[src/rtl/cond_decode_unit_pkg.sv]
// Shared constants for instruction decode and condition evaluation: condition
// codes, compare-type opcodes, instruction classes and NZCV bit positions.
package cond_decode_unit_pkg;

    typedef enum logic [3:0] {
        COND_EQ = 4'h0,
        COND_NE = 4'h1,
        COND_CS = 4'h2,
        COND_CC = 4'h3,
        COND_MI = 4'h4,
        COND_PL = 4'h5,
        COND_VS = 4'h6,
        COND_VC = 4'h7,
        COND_HI = 4'h8,
        COND_LS = 4'h9,
        COND_GE = 4'hA,
        COND_LT = 4'hB,
        COND_GT = 4'hC,
        COND_LE = 4'hD,
        COND_AL = 4'hE,
        COND_NV = 4'hF
    } cond_e;

    localparam logic [3:0] OPC_TST = 4'b1000;
    localparam logic [3:0] OPC_CMP = 4'b1010;

    localparam logic [2:0] INST_DP = 3'b000;
    localparam logic [2:0] INST_DT = 3'b010;
    localparam logic [2:0] INST_BR = 3'b101;

    localparam int FLAG_N = 3;
    localparam int FLAG_Z = 2;
    localparam int FLAG_C = 1;
    localparam int FLAG_V = 0;

    // Fields the controller and datapath consume, sliced from the IR.
    typedef struct packed {
        logic [2:0]  inst;
        logic        i;
        logic        e;
        logic        l_tr;
        logic        l_br;
        logic [3:0]  opcode;
        logic [3:0]  rn;
        logic [3:0]  rd;
        logic [3:0]  rm;
        logic [11:0] imm12;
        logic [23:0] imm24;
    } decode_t;

endpackage

[src/rtl/cond_decode_unit_cond_eval.sv]
// Combinational condition check: maps a 4-bit condition code and the NZCV
// flags to a single pass bit.
module cond_eval
    import cond_decode_unit_pkg::*;
(
    input  logic [3:0] cond,
    input  logic [3:0] nzcv,
    output logic       pass
);

    logic n, z, c, v;

    assign n = nzcv[FLAG_N];
    assign z = nzcv[FLAG_Z];
    assign c = nzcv[FLAG_C];
    assign v = nzcv[FLAG_V];

    always_comb begin
        pass = 1'b0;
        case (cond)
            COND_EQ: pass = z;
            COND_NE: pass = !z;
            COND_CS: pass = c;
            COND_CC: pass = !c;
            COND_MI: pass = n;
            COND_PL: pass = !n;
            COND_VS: pass = v;
            COND_VC: pass = !v;
            COND_HI: pass = c && !z;
            COND_LS: pass = !c || z;
            COND_GE: pass = (n == v);
            COND_LT: pass = (n != v);
            COND_GT: pass = !z && (n == v);
            COND_LE: pass = z || (n != v);
            COND_AL: pass = 1'b1;
            COND_NV: pass = 1'b0;
            default: pass = 1'b0;
        endcase
    end

endmodule

[src/rtl/cond_decode_unit.sv]
// Instruction and flag registers with field decode and a registered
// condition-pass bit D for the multicycle controller's CheckC state.
module cond_decode_unit
    import cond_decode_unit_pkg::*;
#(
    parameter int         IW       = 32,
    parameter logic [3:0] FLAG_RST = 4'b0000
) (
    input  logic          clk,
    input  logic          rst,
    input  logic          IRWrite,
    input  logic [IW-1:0] mem_rdata,
    input  logic          flag_write,
    input  logic [3:0]    alu_nzcv,
    output logic [IW-1:0] IR,
    output logic [3:0]    flags,
    output logic          D,
    output logic [2:0]    Inst,
    output logic          I,
    output logic          E,
    output logic          L_tr,
    output logic          L_br,
    output logic [3:0]    opcode,
    output logic [3:0]    Rn,
    output logic [3:0]    Rd,
    output logic [3:0]    Rm,
    output logic [11:0]   imm12,
    output logic [23:0]   imm24
);

    // No handshake: IRWrite and flag_write are plain per-cycle load enables.
    logic    cond_pass;
    decode_t dec;

    always_ff @(posedge clk) begin
        if (rst) begin
            IR <= '0;
        end else if (IRWrite) begin
            IR <= mem_rdata;
        end
    end

    always_ff @(posedge clk) begin
        if (rst) begin
            flags <= FLAG_RST;
        end else if (flag_write) begin
            flags <= alu_nzcv;
        end
    end

    // D samples the pre-edge IR and flags, so it trails any load by a cycle.
    always_ff @(posedge clk) begin
        if (rst) begin
            D <= 1'b0;
        end else begin
            D <= cond_pass;
        end
    end

    cond_eval u_cond_eval (
        .cond (IR[31:28]),
        .nzcv (flags),
        .pass (cond_pass)
    );

    always_comb begin
        dec        = '0;
        dec.inst   = IR[27:25];
        dec.i      = IR[24];
        dec.opcode = IR[23:20];
        dec.e      = (IR[23:20] == OPC_TST) || (IR[23:20] == OPC_CMP);
        dec.l_tr   = IR[20];
        dec.l_br   = IR[24];
        dec.rn     = IR[19:16];
        dec.rd     = IR[15:12];
        dec.rm     = IR[3:0];
        dec.imm12  = IR[11:0];
        dec.imm24  = IR[23:0];
    end

    assign Inst   = dec.inst;
    assign I      = dec.i;
    assign E      = dec.e;
    assign L_tr   = dec.l_tr;
    assign L_br   = dec.l_br;
    assign opcode = dec.opcode;
    assign Rn     = dec.rn;
    assign Rd     = dec.rd;
    assign Rm     = dec.rm;
    assign imm12  = dec.imm12;
    assign imm24  = dec.imm24;

endmodule

[config.mk]
export PLATFORM = sky130hd
export DESIGN_NAME = cond_decode_unit
export DESIGN_NICKNAME = d
export VERILOG_FILES = /design/src/rtl/cond_decode_unit_pkg.sv /design/src/rtl/cond_decode_unit_cond_eval.sv /design/src/rtl/cond_decode_unit.sv
export SDC_FILE = /design/constraint.sdc
export NUM_CORES = 1
export LEC_CHECK = 0
export BUFFER_PORTS_ARGS = -buffer_cell sky130_fd_sc_hd__buf_2
export CORE_MARGIN = 5
export CORE_UTILIZATION = 30
export CTS_BUF_LIST = sky130_fd_sc_hd__clkbuf_4 sky130_fd_sc_hd__clkbuf_8
export DETAILED_ROUTE_END_ITERATION = 7
export GPL_TIMING_DRIVEN = 0
export PLACE_DENSITY = 0.62
export SETUP_SLACK_MARGIN = 0.05
export SYNTH_ARGS = -nofsm -noshare
export SYNTH_HDL_FRONTEND = slang
export SYNTH_HIERARCHICAL = 1
export SYNTH_SLANG_ARGS = --single-unit
[constraint.sdc]
create_clock -name clk -period 1.5 [get_ports clk]
set_input_delay 0.15 -clock clk [delete_from_list [all_inputs] [get_ports clk]]
set_output_delay 0.15 -clock clk [all_outputs]
set_load 0.03 [all_outputs]
After elaboration in Yosys (flattened, before gate mapping)

Index checks and enable logic that the tools add are counted.

Bits in registers: 37
Logic and storage cells: 33

Equality and inequality tests: 19
Mux-type cells: 1
Reduce and logical (&&, ||, !) cells: 10

Operators with widths:

| kind               | count |
|---|---|
| $eq 4x4->1 const B | 10 |
| $eq 4x3->1 const B | 4 |
| $pmux 1 s16        | 1 |
| $eq 4x2->1 const B | 2 |
| $eq 4x1->1 const B | 1 |
| $logic_not 1->1    | 4 |
| $logic_not 4->1    | 1 |
| $logic_or 1x1->1   | 3 |
| $logic_and 1x1->1  | 2 |
| $eq 1x1->1         | 1 |
| $ne 1x1->1         | 1 |

Depth between registers and ports, before layout

Gate-level depths: netlist (run 1).

Word-level depth: 3
Gate-level depth with buffers: 7
Depth with buffers taken out: 6

Hierarchy

Netlist (run 1), hierarchy kept.

By module, submodules not included:

| module           | instances | cells an instance | area each (sq um) | seq. area each (sq um) |
|---|---|---|---|---|
| cond_decode_unit | 1         | 178               | 1781.7            | 740.7 |
| cond_eval        | 1         | 23                | 155.1             | 0.0 |

Least setup slack after synthesis (run 1)

OpenSTA, ideal clock, no wires.

Path kind: reg-to-reg
Start point: register IR[29]
End point: register D
Setup time: 0.117 ns
Arrival: 1.527 ns
Data required time: 1.383 ns
Path slack: -0.144 ns
Stages on the path, launching flop included: 7
Path through: dfxtp_1 > clkbuf_1 > mux2i_1 > xnor2_1 > a311oi_1 > o22ai_1 > nor2b_1

Word-level cells in the longest chain between the ends: 2
Elaborated cells on any way between the ends: 17

Ends and longest elaborated chain:

| what                               | RTL line                         | text |
|---|---|---|
| start, declared                    | cond_decode_unit.sv:15           | `output logic [IW-1:0] IR,` |
| start signal, assigned             | cond_decode_unit.sv:39           | `IR <= mem_rdata;` |
| $eq 4x4->1 (tied with other cells) | cond_decode_unit_cond_eval.sv:20 | `case (cond)` |
| $pmux 1 s16 *                      | cond_decode_unit_cond_eval.sv:20 |  |
| via cond_pass                      | cond_decode_unit.sv:32           | `logic cond_pass;` |
| end signal, assigned               | cond_decode_unit.sv:56           | `D <= cond_pass;` |
| end, declared                      | cond_decode_unit.sv:17           | `output logic D,` |

Mark *: on every way through the listed nets, which the timed path passes. The rest lies on a longest branch.
A chain may end at the register's enable or synchronous reset.

Worst setup path after layout (run 1)

Same ends and word-level chain as after synthesis.

==> out/results.tsv, run 1 <==
metric	value	unit
CTS tree	yes	
Max FO, Critical Path	8	
Hold WC Path Type	input port to flop	
Post-Syn Nets	241	
final core occ	45.6	%
Clk Latency, worst-skew pair	0.28	ns
sequential area share after synthesis	38.2	%
PnR worst setup slack	-0.000591	ns
Finish-stage setup viols	1	
Synth Cell Area	0.00194	mm²
Overflow after GRT	0	
Layout Nets	382	
peak supply drop	0.365	mV
MaxCap Viol Count	0	
buffer depth of the longest clock path	2	
Tot Pwr	2.83	mW
Fmax	666	MHz
Vias	1696	
top cell type's share of synthesized area	38.2	%
status	finished, violations left	
Ys Warns	6	
vias per std cell	4.04	
Initial Util	30.7	%
hold slack	0.0960	ns
core area	0.00631	mm²
diode count	0	
Reg clk slew, reported paths	0.07	ns
DIE WIDTH	90.4	µm
Routed WL per cell	10.9	µm
Area contributors post-synth	dfxtp_1 38%, buf_4 23%, mux2i_1 19%	
dpl hpwl	3680	µm
Final Routed Wirelength	4600	µm
CTS Sinks	37	
final hold vios	0	
die area	0.00816	mm²
commonest non-fill, non-tap cell in the layout	buf_2	
Slew HR	80.8	%
Slew Limit Fails	0	
post-synth cell types	24	
Worst EP arrival	1.68	ns
Post-Syn Instances	201	
most frequent cells in the layout	136 x buf_2, 61 x buf_4, 38 x nor2_1, 37 x mux2i_1, 32 x dfxtp_1	
Post-route DRC	0	
Worst Setup Start Kind	flop	
layout cells sized above 1	64.4	%
floorplan row count	29	
Area growth syn-to-layout	48.6	%
global-route wire length before repair	7460	µm
initial antenna violation count	0	
Yosys reg bits	37	
Leakage	1.71	nW
Final period util	100	%
initial drt markers	31	
Post-CTS Hold Fix Bufs	0	
CP required	1.67	ns
number of global-route vias before repair	1635	
unrepaired setup endpoints after global routing	true	
Port Buffers	132	
Crit Path Class	flop to flop	
largest net degree at the start of global routing	13	
root buf cell	clkbuf_8	
DRT antenna net count	0	
drt pass-1 iters	3	
CTS Buf Count	5	
dpl ws	-0.000590	ns
GR Util All Layers	10.7	%
final worst path period need	1.50	ns
P per Cell Area	982	mW/mm²
GP Congestion	0.688	
CP endpoint kind	flop	
Filler cells	626	
I/O pins	136	
failing checks	setup timing	
Syn Area/Cell	9.64	µm²
CTS H-tree depth	2	
Die Y	90.4	µm
Layout Skew	0.00141	ns
Tightest Pin Transition	0.285	ns
Synth area leader	dfxtp_1	
[critical path, stage by stage (launching register included)]
cell and delay, ns:
dfxtp_2 0.35, clkbuf_8 0.16, mux2i_1 0.23, xnor2_1 0.09, a311oi_1 0.30, o22ai_1 0.11
nor2b_2 0.16
[stage by stage]
step | TNS [ns] | instance area (µm²) | instances
floorplan | 0 | 1970 | 201
global placement | 0 | 2720 | 410
CTS | 0 | 2860 | 420
finish | -0.000591 | 2880 | 420
global route | -0.0529 | 2880 | 420
detailed placement | -0.000590 | 2720 | 410
[power breakdown]
part,internal [mW],switching [mW]
Clock,0.540,0.339
Combinational,0.350,0.491
Sequential,1.04,0.0629
[logic make-up (layout without fill, tap and decap cells)]
kind of cell    count (synthesis)  after routing  synth area share, %
flops                          37             37                 38.2
mux                            37             37                 19.1
buf+inv                        70            212                 28.2
simple gates                   44             44                 9.43
xor+xnor                        4              4                 1.81
compound gates                  9              9                 3.17
[synthesized netlist by cell type, drive strengths merged]
library cell,instances
buf,67
nor2,38
dfxtp,37
mux2i,37
a21oi,3
xor2,3
clkbuf,2
nor2b,2
a2111oi,1
a211oi,1
a311oi,1
inv,1
nand2b,1
nor3,1
nor3b,1
nor4b,1
o21ai,1
o22a,1
o22ai,1
xnor2,1
[flip-flops by register name (all words and copies together) (netlist names)]
| signal | count |
|---|---|
| flags | 4 |
| D | 1 |
| IR | 32 |
[final cells by class]
| class | instances | area [µm²] | share of cell area (%) |
|---|---|---|---|
| tap | 77 | 96.3 | 3.35 |
| clock inverter | 2 | 37.5 | 1.30 |
| buffer | 68 | 546 | 19.0 |
| clock buffer | 6 | 82.6 | 2.87 |
| inverter | 1 | 3.75 | 0.130 |
| multi-input combinational | 94 | 674 | 23.4 |
| timing repair buffer | 135 | 683 | 23.7 |
| sequential | 37 | 754 | 26.2 |
[routing by layer]
| layer | global-route usage, % | wire (µm) | up-vias |
|---|---|---|---|
| met5 | 0 | 0 | - |
| met4 | 2.61 | 33 | 0 |
| met3 | 4.83 | 550 | 4 |
| met2 | 18.1 | 2140 | 83 |
| met1 | 12.2 | 1880 | 735 |
| li1 | - | - | 874 |
[worst paths after layout]
kind,start,to,slack [ns],cells after the start
setup / recovery,IR[29],D,-0.0006,6
hold / removal,alu_nzcv[0],flags[0],0.1,3
setup reg to reg,IR[29],D,-0.0006,6
hold reg to reg,IR[29],IR[29],0.53,2
[repair_timing]
item	4_1_cts	5_1_grt
hold endpoints to repair	0	0
setup endpoints to repair	1	1
gates resized for setup	2	4
setup buffers	3	0
pin swaps	4	4
Note: power is estimated with default switching activity, not from simulation.
==> run 2, diff against run 1 <==
Settings changed: GPL_ROUTABILITY_DRIVEN from default to 0, PLACE_DENSITY 0.62 to 0.58.
Clock period 1.5 ns to 1.85 ns, I/O delays scaled along.
==> run 2 against run 1 <==
Compared with the run above:
- the flow now finishes without violations
- maximum frequency fell by 8.7%
- sequential share of layout area rose by 0.39 points
- via count fell by 0.65%
- hold slack improved by 0.041 ns
- global-route usage rose by 0.45 points
- non-clock buffer count fell by 2
- critical path type unchanged
- largest power group unchanged
==> out/results.tsv, run 2 (synthesis gave the netlist of run 1 again) <==
metric	value	unit
final worst path period need	1.64	ns
DIE WIDTH	90.4	µm
status	complete, no violations	
Hold WC Path Type	input port to flop	
largest register by flop count	IR	
Port Buffers	132	
Layout Nets	380	
CP required	2.02	ns
Fmax	608	MHz
commonest non-fill, non-tap cell in the layout	buf_2	
Clk Latency, worst-skew pair	0.28	ns
final hold vios	0	
CTS H-tree depth	2	
Routed WL per cell	11.1	µm
P per Cell Area	765	mW/mm²
Worst Setup Start Kind	flop	
Area growth syn-to-layout	43.7	%
Vias	1685	
Initial Util	30.7	%
Post-CTS Hold Fix Bufs	0	
slowest CP cell	dfxtp_1	
max reg flops	32	
core area	0.00631	mm²
Worst EP arrival	1.81	ns
Final Routed Wirelength	4640	µm
Tightest Pin Transition	0.344	ns
Reg clk slew, reported paths	0.07	ns
Slew HR	77.0	%
layout cells sized above 1	60.9	%
most frequent cells in the layout	136 x buf_2, 59 x buf_4, 38 x nor2_1, 37 x dfxtp_1, 37 x mux2i_1	
Final period util	88.9	%
Worst Setup SP	IR[29]	
peak supply drop	0.409	mV
Final Non-Filler Cells	417	
diode count	0	
Overflow after GRT	0	
die area	0.00816	mm²
reg-to-reg startpoint	IR[29]	
drt pass-1 iters	4	
unrepaired setup endpoints after global routing	false	
Post-CTS Setup Inserts	0	
CTS tree	yes	
initial drt markers	22	
CTS Sinks	37	
Reg2Reg Setup Slack	0.21	ns
placed cell count	410	
CP endpoint kind	flop	
Reg2Reg Capture Point	D	
MaxCap Viol Count	0	
Crit Path Class	flop to flop	
root buf cell	clkbuf_8	
Filler cells	661	
Max FO, Critical Path	8	
cells on worst reg2reg path	6	
buffer depth of the longest clock path	2	
dpl hpwl	3680	µm
final setup TNS	0	ns
Leakage	1.67	nW
Finish-stage setup viols	0	
CP endpoint	D	
HP Start	mem_rdata[0]	
initial antenna violation count	0	
floorplan row count	29	
Post-route DRC	0	
number of global-route vias before repair	1555	
DRT antenna net count	0	
Layout Skew	0.00123	ns
GR Util All Layers	11.1	%
vias per std cell	4.04	
CP peak stage delay	0.35	ns
global-route wire length before repair	7620	µm
Largest regs	IR: 32 flops, flags: 4 flops, D: 1 flops	
sequential cell area	741	µm²
I/O pins	136	
Die Y	90.4	µm
Slew Limit Fails	0	
CTS Buf Count	5	
multi-input logic area	649	µm²
critical path cell sequence	clkbuf_1 > mux2i_1 > xnor2_1 > a311oi_1 > o22ai_1 > nor2b_1	
post_cts resized	0	
largest net degree at the start of global routing	11	
[run 2: cell types whose count changed in the layout (fill, tap and decap cells not counted), moves of 2 or more]
cell	delta
dfxtp_1	+5
dfxtp_4	-3
buf_4	-2
dfxtp_2	-2
[run 2: cell type report]
class	instances	area share, %
inverters	1	0.135
well taps	77	3.46
clock buffers	7	3.24
flip-flops and latches	37	26.6
plain buffers	69	19.5
repair buffers	132	23.7
multi-input cells	94	23.3
[run 2: layer usage]
| metal | GRT usage (%) | part of all wire [%] |
|---|---|---|
| met5 | 0 | 0 |
| met4 | 3.85 | 0.88 |
| met3 | 5.08 | 11 |
| met2 | 18.8 | 48 |
| met1 | 12.3 | 40 |
[run 2: where the power goes]
part           internal, mW  switching, mW  total (mW)
logic                 0.274          0.395       0.669
clock network         0.310          0.255       0.565
registers             0.846         0.0485       0.895
[run 2: per-stage QoR]
stage                     instance area (µm²)  worst slack, ns  util [%]  power [mW]  hold WS, ns
final                                    2780            0.206      44.1        2.13        0.137
after detailed placement                 2690            0.240      42.7        1.59        0.425
after global routing                     2780           0.0941      44.1        2.25        0.134
after floorplan                          1940            0.206         -        1.41        0.332
after CTS                                2780            0.218      44.1        2.17        0.126
after global placement                   2690            0.279      42.7        1.58        0.417
[run 2: critical path: cells and delay by family, from the launching register on]
| kind | cells | cell delay [ns] |
|---|---|---|
| muxes | 1 | 0.28 |
| AOI/OAI and AO/OA | 2 | 0.37 |
| DFF | 1 | 0.35 |
| buffers and inverters | 1 | 0.31 |
| and+or+nand+nor | 1 | 0.14 |
| xor gates and xnor gates | 1 | 0.09 |
[run 2: worst min path at each step]
| stage | to | cells after the start |
|---|---|---|
| after floorplan | IR[28] | 2 |
| after global placement | IR[20] | 3 |
| after detailed placement | IR[31] | 3 |
| after CTS | IR[5] | 3 |
| after global routing | IR[25] | 3 |
| final | IR[0] | 3 |
